`src/rtl/smolboi_spi_mul.sv`:
```
// SPI slave multiplier: oversamples CS/SCLK/MOSI on CLK, multiplies A*B with a shift-add
// sequence and returns the 2*WIDTH-bit product on MISO. Define SMOLBOI_SIGNED_EN for signed mode.
module smolboi_spi_mul #(
   parameter int unsigned WIDTH = 4
) (
   input  logic CLK,
   input  logic RST_N,
   input  logic CS,
   input  logic SCLK,
   input  logic MOSI,
   output logic MISO
);

   localparam int unsigned PW   = 2 * WIDTH;
   localparam int unsigned CntW = $clog2(PW + 1);

   typedef enum logic [2:0] {StIdle, StRx, StMul, StTx, StDone} state_e;

   state_e            state_q, state_d;
   logic [PW-1:0]     shift_q, shift_d;
   logic [PW-1:0]     mcand_q, mcand_d;
   logic [PW-1:0]     prod_q, prod_d;
   logic [CntW-1:0]   cnt_q, cnt_d;
   logic              miso_q, miso_d;

   logic cs_meta_q, cs_s_q, cs_prev_q;
   logic sclk_meta_q, sclk_s_q, sclk_prev_q;
   logic mosi_meta_q, mosi_s_q;

   logic             cs_rise, sclk_rise, sclk_fall;
   logic [PW-1:0]    pp;
   logic [WIDTH-1:0] a_op;

   always_ff @(posedge CLK or negedge RST_N) begin
      if (!RST_N) begin
         cs_meta_q   <= 1'b0;
         cs_s_q      <= 1'b0;
         cs_prev_q   <= 1'b0;
         sclk_meta_q <= 1'b0;
         sclk_s_q    <= 1'b0;
         sclk_prev_q <= 1'b0;
         mosi_meta_q <= 1'b0;
         mosi_s_q    <= 1'b0;
      end else begin
         cs_meta_q   <= CS;
         cs_s_q      <= cs_meta_q;
         cs_prev_q   <= cs_s_q;
         sclk_meta_q <= SCLK;
         sclk_s_q    <= sclk_meta_q;
         sclk_prev_q <= sclk_s_q;
         mosi_meta_q <= MOSI;
         mosi_s_q    <= mosi_meta_q;
      end
   end

   assign cs_rise   = cs_s_q & ~cs_prev_q;
   assign sclk_rise = sclk_s_q & ~sclk_prev_q;
   assign sclk_fall = ~sclk_s_q & sclk_prev_q;

   always_comb begin
      state_d = state_q;
      shift_d = shift_q;
      mcand_d = mcand_q;
      prod_d  = prod_q;
      cnt_d   = cnt_q;
      miso_d  = miso_q;
      pp      = '0;
      a_op    = '0;

      if (!cs_s_q) begin
         state_d = StIdle;
         miso_d  = 1'b0;
         cnt_d   = '0;
      end else begin
         unique case (state_q)
            StIdle: begin
               miso_d = 1'b0;
               if (cs_rise) begin
                  state_d = StRx;
                  cnt_d   = '0;
                  shift_d = '0;
                  mcand_d = '0;
                  prod_d  = '0;
               end
            end
            StRx: begin
               if (sclk_rise) begin
                  shift_d = {shift_q[PW-2:0], mosi_s_q};
                  if (cnt_q == CntW'(PW - 1)) begin
                     a_op    = shift_d[PW-1:WIDTH];
`ifdef SMOLBOI_SIGNED_EN
                     mcand_d = {{WIDTH{a_op[WIDTH-1]}}, a_op};
`else
                     mcand_d = {{WIDTH{1'b0}}, a_op};
`endif
                     prod_d  = '0;
                     cnt_d   = '0;
                     state_d = StMul;
                  end else begin
                     cnt_d = cnt_q + CntW'(1);
                  end
               end
            end
            StMul: begin
               // shift_q[0] walks through B's bits, LSB first
               pp      = shift_q[0] ? mcand_q : '0;
               shift_d = shift_q >> 1;
               mcand_d = mcand_q << 1;
               if (cnt_q == CntW'(WIDTH - 1)) begin
`ifdef SMOLBOI_SIGNED_EN
                  // B's sign bit carries weight -2^(WIDTH-1)
                  prod_d = prod_q - pp;
`else
                  prod_d = prod_q + pp;
`endif
                  cnt_d   = '0;
                  state_d = StTx;
               end else begin
                  prod_d = prod_q + pp;
                  cnt_d  = cnt_q + CntW'(1);
               end
            end
            StTx: begin
               if (sclk_fall) begin
                  if (cnt_q == CntW'(PW)) begin
                     miso_d  = 1'b0;
                     state_d = StDone;
                  end else begin
                     miso_d = prod_q[PW-1];
                     prod_d = prod_q << 1;
                     cnt_d  = cnt_q + CntW'(1);
                  end
               end
            end
            StDone: begin
               miso_d = 1'b0;
            end
            default: begin
               state_d = StIdle;
               miso_d  = 1'b0;
            end
         endcase
      end
   end

   always_ff @(posedge CLK or negedge RST_N) begin
      if (!RST_N) begin
         state_q <= StIdle;
         shift_q <= '0;
         mcand_q <= '0;
         prod_q  <= '0;
         cnt_q   <= '0;
         miso_q  <= 1'b0;
      end else begin
         state_q <= state_d;
         shift_q <= shift_d;
         mcand_q <= mcand_d;
         prod_q  <= prod_d;
         cnt_q   <= cnt_d;
         miso_q  <= miso_d;
      end
   end

   assign MISO = miso_q;

endmodule

```
`config.mk`:
```
export PLATFORM = sky130hd
export DESIGN_NAME = smolboi_spi_mul
export DESIGN_NICKNAME = d
export VERILOG_FILES = /design/src/rtl/smolboi_spi_mul.sv
export SDC_FILE = /design/constraint.sdc
export NUM_CORES = 1
export LEC_CHECK = 0
export ABC_AREA = 0
export ABC_CLOCK_PERIOD_IN_PS = 2200
export CELL_PAD_IN_SITES_DETAIL_PLACEMENT = 1
export CELL_PAD_IN_SITES_GLOBAL_PLACEMENT = 2
export CORE_MARGIN = 2
export CORE_UTILIZATION = 37
export CTS_BUF_LIST = sky130_fd_sc_hd__clkbuf_16
export DETAILED_ROUTE_END_ITERATION = 10
export DONT_BUFFER_PORTS = 1
export PLACE_DENSITY = 0.8
export SLEW_MARGIN = 20
export SYNTH_ARGS = -nofsm -noshare
export SYNTH_HDL_FRONTEND = slang
export SYNTH_SLANG_ARGS = --single-unit
```
`constraint.sdc`:
```
create_clock -name CLK -period 2.2 [get_ports CLK]
set_clock_uncertainty 0.05 [all_clocks]
set_input_delay 0.44 -clock CLK [delete_from_list [all_inputs] [get_ports CLK]]
set_output_delay 0.44 -clock CLK [all_outputs]
set_load 0.03 [all_outputs]
```
* Yosys cells after proc, flatten, opt, wreduce, memory -nomap -nowiden
Cells that the tools add are included.
Storage, ports and cells: bits in registers 40, output and inout bits 1
Cells by class: add/subtract/negate cells 2, equal/unequal tests 22, multiplexer cells 32, bitwise logic cells 6, reductions and logical operators 10
Operator list (number):
- $mux 8 | 9
- $pmux 8 s3 | 2
- $pmux 8 s4 | 1
- $mux 4 | 7
- $mux 3 | 7
- $ne 3x3->1 const B | 7
- $pmux 4 s4 | 1
- $pmux 3 s5 | 1
- $ne 2x2->1 const B | 7
- $reduce_and 7->1 | 2
- $reduce_and 5->1 | 2
- $add 8x8->8 | 1
- $eq 3x2->1 const B | 2
- $ne 5x1->1 const B | 1
- $add 4x1->4 const B | 1
- $eq 4x2->1 const B | 1
- $eq 4x3->1 const B | 1
- $eq 4x4->1 const B | 1
- $reduce_and 4->1 | 1
- $reduce_bool 4->1 | 1
- $and 1x1->1 | 3
- $eq 3x1->1 const B | 1
- $eq 3x3->1 const B | 1
- $logic_not 3->1 | 1
- other kinds (6) | 10

* Longest topological paths before layout
word-level depth 5, depth in mapped cells 8, depth with buffers taken out 8

* Worst setup path after synthesis
Ideal clock, no wire load.
path kind reg-to-reg, from register shift_q[0], to register prod_q[7], library setup time 0.138 ns, arrival time 1.957 ns, data required time 2.012 ns, slack 0.055 ns, cell stages (with the launch flop) 8, path buffers 0, period minus slack after synthesis 2.145 ns, cell sequence dfrtp_1 -> and2_1 -> ha_1 -> or2_2 -> a311oi_1 -> a211oi_1 -> o31ai_1 -> o211ai_1
Between the ends: cells in the longest elaborated chain, start to end 3
Ends and longest elaborated chain:
- start, declared | RTL line 20 | logic [PW-1:0] shift_q, shift_d;
- start signal, assigned | RTL line 156 | shift_q <= shift_d;
- $mux 8 | RTL line 106 | pp = shift_q[0] ? mcand_q : '0;
- $add 8x8->8 | RTL line 114, 119
- $pmux 8 s4 | RTL line 75 | unique case (state_q)
- end signal, assigned | RTL line 158 | prod_q <= prod_d;
- end, declared | RTL line 22 | logic [PW-1:0] prod_q, prod_d;
No other way between the ends. A chain may end at the register's enable or synchronous reset.

* Final worst setup path
from register shift_q[0], to register prod_q[6]
Same word-level chain as after synthesis.

==> flow_summary.toml <==
[status]
status = "finished, final reports clean"

[sta]
finalSetupViolCount = 0
grt_setup_unrepaired = "false"
timing.fmax_ghz = 0.4681
fin_crit_sh = 0.9711
timing.max_slew.rel_slack = 0.7460
setup-tns-final_ps = 0
timing.final.hold_violations = 0
timing_max_transition_violations_final = 0
timing_worst_slew_pin_value_ps = 381.0
post-route-min-period_ps = 2136

[critical_path]
timing.critical_path.buf_inv = 0
worst-endpoint-required_ps = 2320
worstSetupPathType = "reg2reg"
worstSetupPathDepth = 8
timing_startpoint_of_the_critical_path = "shift_q[0]"
worstPathCellList = "and2_4 -> ha_4 -> fa_2 -> a21o_1 -> a22o_1 -> mux2i_2 -> a31oi_2 -> a21oi_2"
crit_path_max_incr_delay_ps = 430
cpMaxStageDelayCell = "sky130_fd_sc_hd__dfrtp_2"
worstRegToRegCells = 8
critical_path.endpoint_type = "register"
crit_family = "compound AO/OA/AOI/OAI gates"
cp_data_arrival_time_ps = 2250
reg2reg_slack_ps = 60
cp_max_fo = 6
crit-reg2reg-launch = "shift_q[0]"
crit_path_end = "prod_q[6]"
worstReg2RegEnd = "prod_q[6]"
setup.worst_path.start_class = "register"

[placement]
dp_hpwl_mm = 3.862
gp_congestion = 0.8304
portBuffers = 0

[synthesis]
ys_types = 48
complex_gate_fraction_of_the_synthesized_area = 0.2199
post_synth_fa_ha_maj_area_fraction = 0.05827
synth_top_area_cell = "sky130_fd_sc_hd__dfrtp_1"
ys.warnings.count = 0
number_of_synthesized_flops_with_an_enable_pin = 0
simple_gate_fraction_of_synth_area = 0.2095
postSynthRegisterBits = 40
post_synth_mux_area_share = 0.03079
synth.avg_cell_area_um2 = 9.444
synth.top_cells.by_area = "sky130_fd_sc_hd__dfrtp_1 (44%), sky130_fd_sc_hd__a22oi_1 (4.9%), sky130_fd_sc_hd__ha_1 (4.9%), sky130_fd_sc_hd__nand2_1 (4.6%), sky130_fd_sc_hd__o21ai_0 (3.3%)"
netlist_top_cells_count = "sky130_fd_sc_hd__dfrtp_1 (40), sky130_fd_sc_hd__nand2_1 (28), sky130_fd_sc_hd__a22oi_1 (15), sky130_fd_sc_hd__o21ai_0 (15), sky130_fd_sc_hd__a21oi_1 (14)"
postSynth.topFlopCell = "sky130_fd_sc_hd__dfrtp_1"
syn-cell-area_mm2 = 0.002276
synthArstFlopShare = 1.000
synthMostInstantiatedCell = "sky130_fd_sc_hd__dfrtp_1"
synthesis.nets = 256
synth_sequential_area_ratio = 0.4398
post_synth_xor_xnor_area = 0.007697
synth_cells = 241
netlist.area_leader.share = 0.4398
dominant_combinational_cell_family_by_area_after_synthesis = "compound AO/OA/AOI/OAI gates"

[pwr]
static-leakage-power_nw = 1.188
power.ir.vdd_worst_v = 0.0005353
power_per_cell_area_mw_per_mm2 = 863.0
seqPwrFrac = 0.394
net_switching_fraction_of_the_power = 0.3376
p_switching_w = 0.0007981
totalPowerFinal_w = 0.002364
combinationalPowerShare = 0.313
share_clk_of_total_power = 0.293
internal-power_w = 0.001566

[detailed_routing]
met2WireLength_mm = 2.752
drt-initial-drc-count = 38
met1_length_mm = 2.688
post_drt_wl_per_cell_um = 16.46
drc = 0
postRouteAntennaNets = 0
totalWireLength_mm = 5.596
route.top_layer_used = "met4"
vias = 1883
via_to_cell_ratio = 5.538
wl_met3_um = 96
dr.pass1.iters = 4

[layout]
diodes = 0
finalCoreUtilization = 0.4626
flow.area_growth_from_synthesis_pct = 20.34
num-nets-final = 279
ratio_of_cells_with_drive_above_1_in_the_final_layout = 0.1887

[die]
die_height_um = 82.43
core_area_mm2 = 0.005921
placementRows = 28
floorplan.initialDensity = 0.3844
boundaryPins = 6
dieArea_mm2 = 0.006795
die_width_um = 82.43

[clock_tree]
cts_tree = "done"
cts-root-to-sink-buffers = 2
clkSinkCount = 40
cts_root_buffer = "sky130_fd_sc_hd__clkbuf_16"
htree_levels = 2
cts-buffers-inserted = 5
clock_insertion_delay_worst_skew_ps = 280
clkSlewWorstSetupHoldPaths_ps = 60

[global_route]
pin_count_of_the_biggest_net_entering_global_routing = 41
global_route.usage.total = 0.1862
grt_pass1_vias = 2039
global_route.overflow_total = 0
grt_first_pass_wirelength_mm = 9.577
antenna_found_initial = 0

[worst_hold_path]
hold_path.class = "in2reg"

[flow_run]
max_cap_violations = 0
## logic make-up (layout without fill, tap and decap cells)
family,Yosys count,count (layout)
flip-flops,40,40
adder cells (fa/ha/maj),10,10
multiplexers,7,7
AND/OR/NAND/NOR,88,88
AO/OA/AOI/OAI,76,76
XOR/XNOR,2,2
buffers and inverters,18,42
## placed cells by master, fill, tap and decap left out, types with 2 or more instances in the layout
cell and n:
sky130_fd_sc_hd__a211o_1 4, sky130_fd_sc_hd__a211oi_1 4, sky130_fd_sc_hd__a21o_1 4, sky130_fd_sc_hd__a21oi_1 13
sky130_fd_sc_hd__a22o_1 2, sky130_fd_sc_hd__a22oi_1 15, sky130_fd_sc_hd__and2_1 7, sky130_fd_sc_hd__and2_4 2
sky130_fd_sc_hd__and3_1 2, sky130_fd_sc_hd__and3b_1 3, sky130_fd_sc_hd__buf_4 23, sky130_fd_sc_hd__clkbuf_16 5
sky130_fd_sc_hd__dfrtp_1 39, sky130_fd_sc_hd__ha_1 6, sky130_fd_sc_hd__ha_4 2, sky130_fd_sc_hd__inv_1 9
sky130_fd_sc_hd__mux2i_1 6, sky130_fd_sc_hd__nand2_1 28, sky130_fd_sc_hd__nand2b_1 3, sky130_fd_sc_hd__nand3_1 10
sky130_fd_sc_hd__nand3b_1 5, sky130_fd_sc_hd__nor2_1 12, sky130_fd_sc_hd__nor2b_1 3, sky130_fd_sc_hd__nor3_1 2
sky130_fd_sc_hd__nor3_2 2, sky130_fd_sc_hd__nor3b_1 2, sky130_fd_sc_hd__o21ai_0 15, sky130_fd_sc_hd__o21ai_1 7
## how the worst min path moves through the flow
stage,end,from,depth (start not counted)
global placement,shift_q[3],RST_N,0
global route,cs_meta_q,CS,0
floorplan,MISO,RST_N,0
CTS,sclk_meta_q,SCLK,0
detailed placement,shift_q[3],RST_N,0
finish,mosi_meta_q,MOSI,0
## routing by layer
| layer | global-route usage | vias up |
|---|---|---|
| met5 | 0 | - |
| li1 | - | 930 |
| met2 | 0.3169 | 11 |
| met1 | 0.2352 | 937 |
| met4 | 0.05333 | 0 |
| met3 | 0.04348 | 5 |
## power by group through the flow
| stage | clock network [W] | registers (W) | logic, W |
|---|---|---|---|
| after floorplan | 0 | 0.000904 | 0.000467 |
| after global placement | 0 | 0.000937 | 0.000640 |
| after detailed placement | 0 | 0.000942 | 0.000664 |
| after CTS | 0.000721 | 0.000930 | 0.000705 |
| after global routing | 0.000752 | 0.000943 | 0.000840 |
| final | 0.000693 | 0.000931 | 0.000739 |
## layout make-up
type,instances,area [um^2]
Fill cell,687,3182
Tap cell,75,93.84
Clock buffer,5,125.1
Timing Repair Buffer,26,207.7
Sequential cell,40,1002
Multi-Input combinational cell,183,1265
Inverter,8,30.03
Clock inverter,3,15.01
## sequential cells by signal (all words and copies together) (netlist names)
register,count
mosi_s_q,1
state_q,3
MISO,1
sclk_prev_q,1
prod_q,8
sclk_meta_q,1
cs_meta_q,1
cs_s_q,1
mosi_meta_q,1
sclk_s_q,1
cnt_q,4
cs_prev_q,1
shift_q,8
mcand_q,8
## stage by stage
step / hold WS (ps) / setup slack [ps] / std cells / instance area (um^2)
after floorplan: 94.41 / 55.32 / 241 / 2276
final: 137.1 / 63.58 / 340 / 2739
after CTS: 127.8 / -26.30 / 337 / 2660
after detailed placement: 95.51 / -42.25 / 327 / 2480
after global routing: 121.7 / 0.9650 / 340 / 2739
after global placement: 95.65 / 10.87 / 327 / 2480
## repair_timing
item / in CTS / in global routing
hold buffers: 2 / 0
pin swaps: 0 / 7
endpoints found under the hold margin: 40 / 0
setup buffers: 0 / 3
gates resized for setup: 3 / 12
endpoints found under the setup margin: 2 / 4
Note: power is estimated with default switching activity, not from simulation.
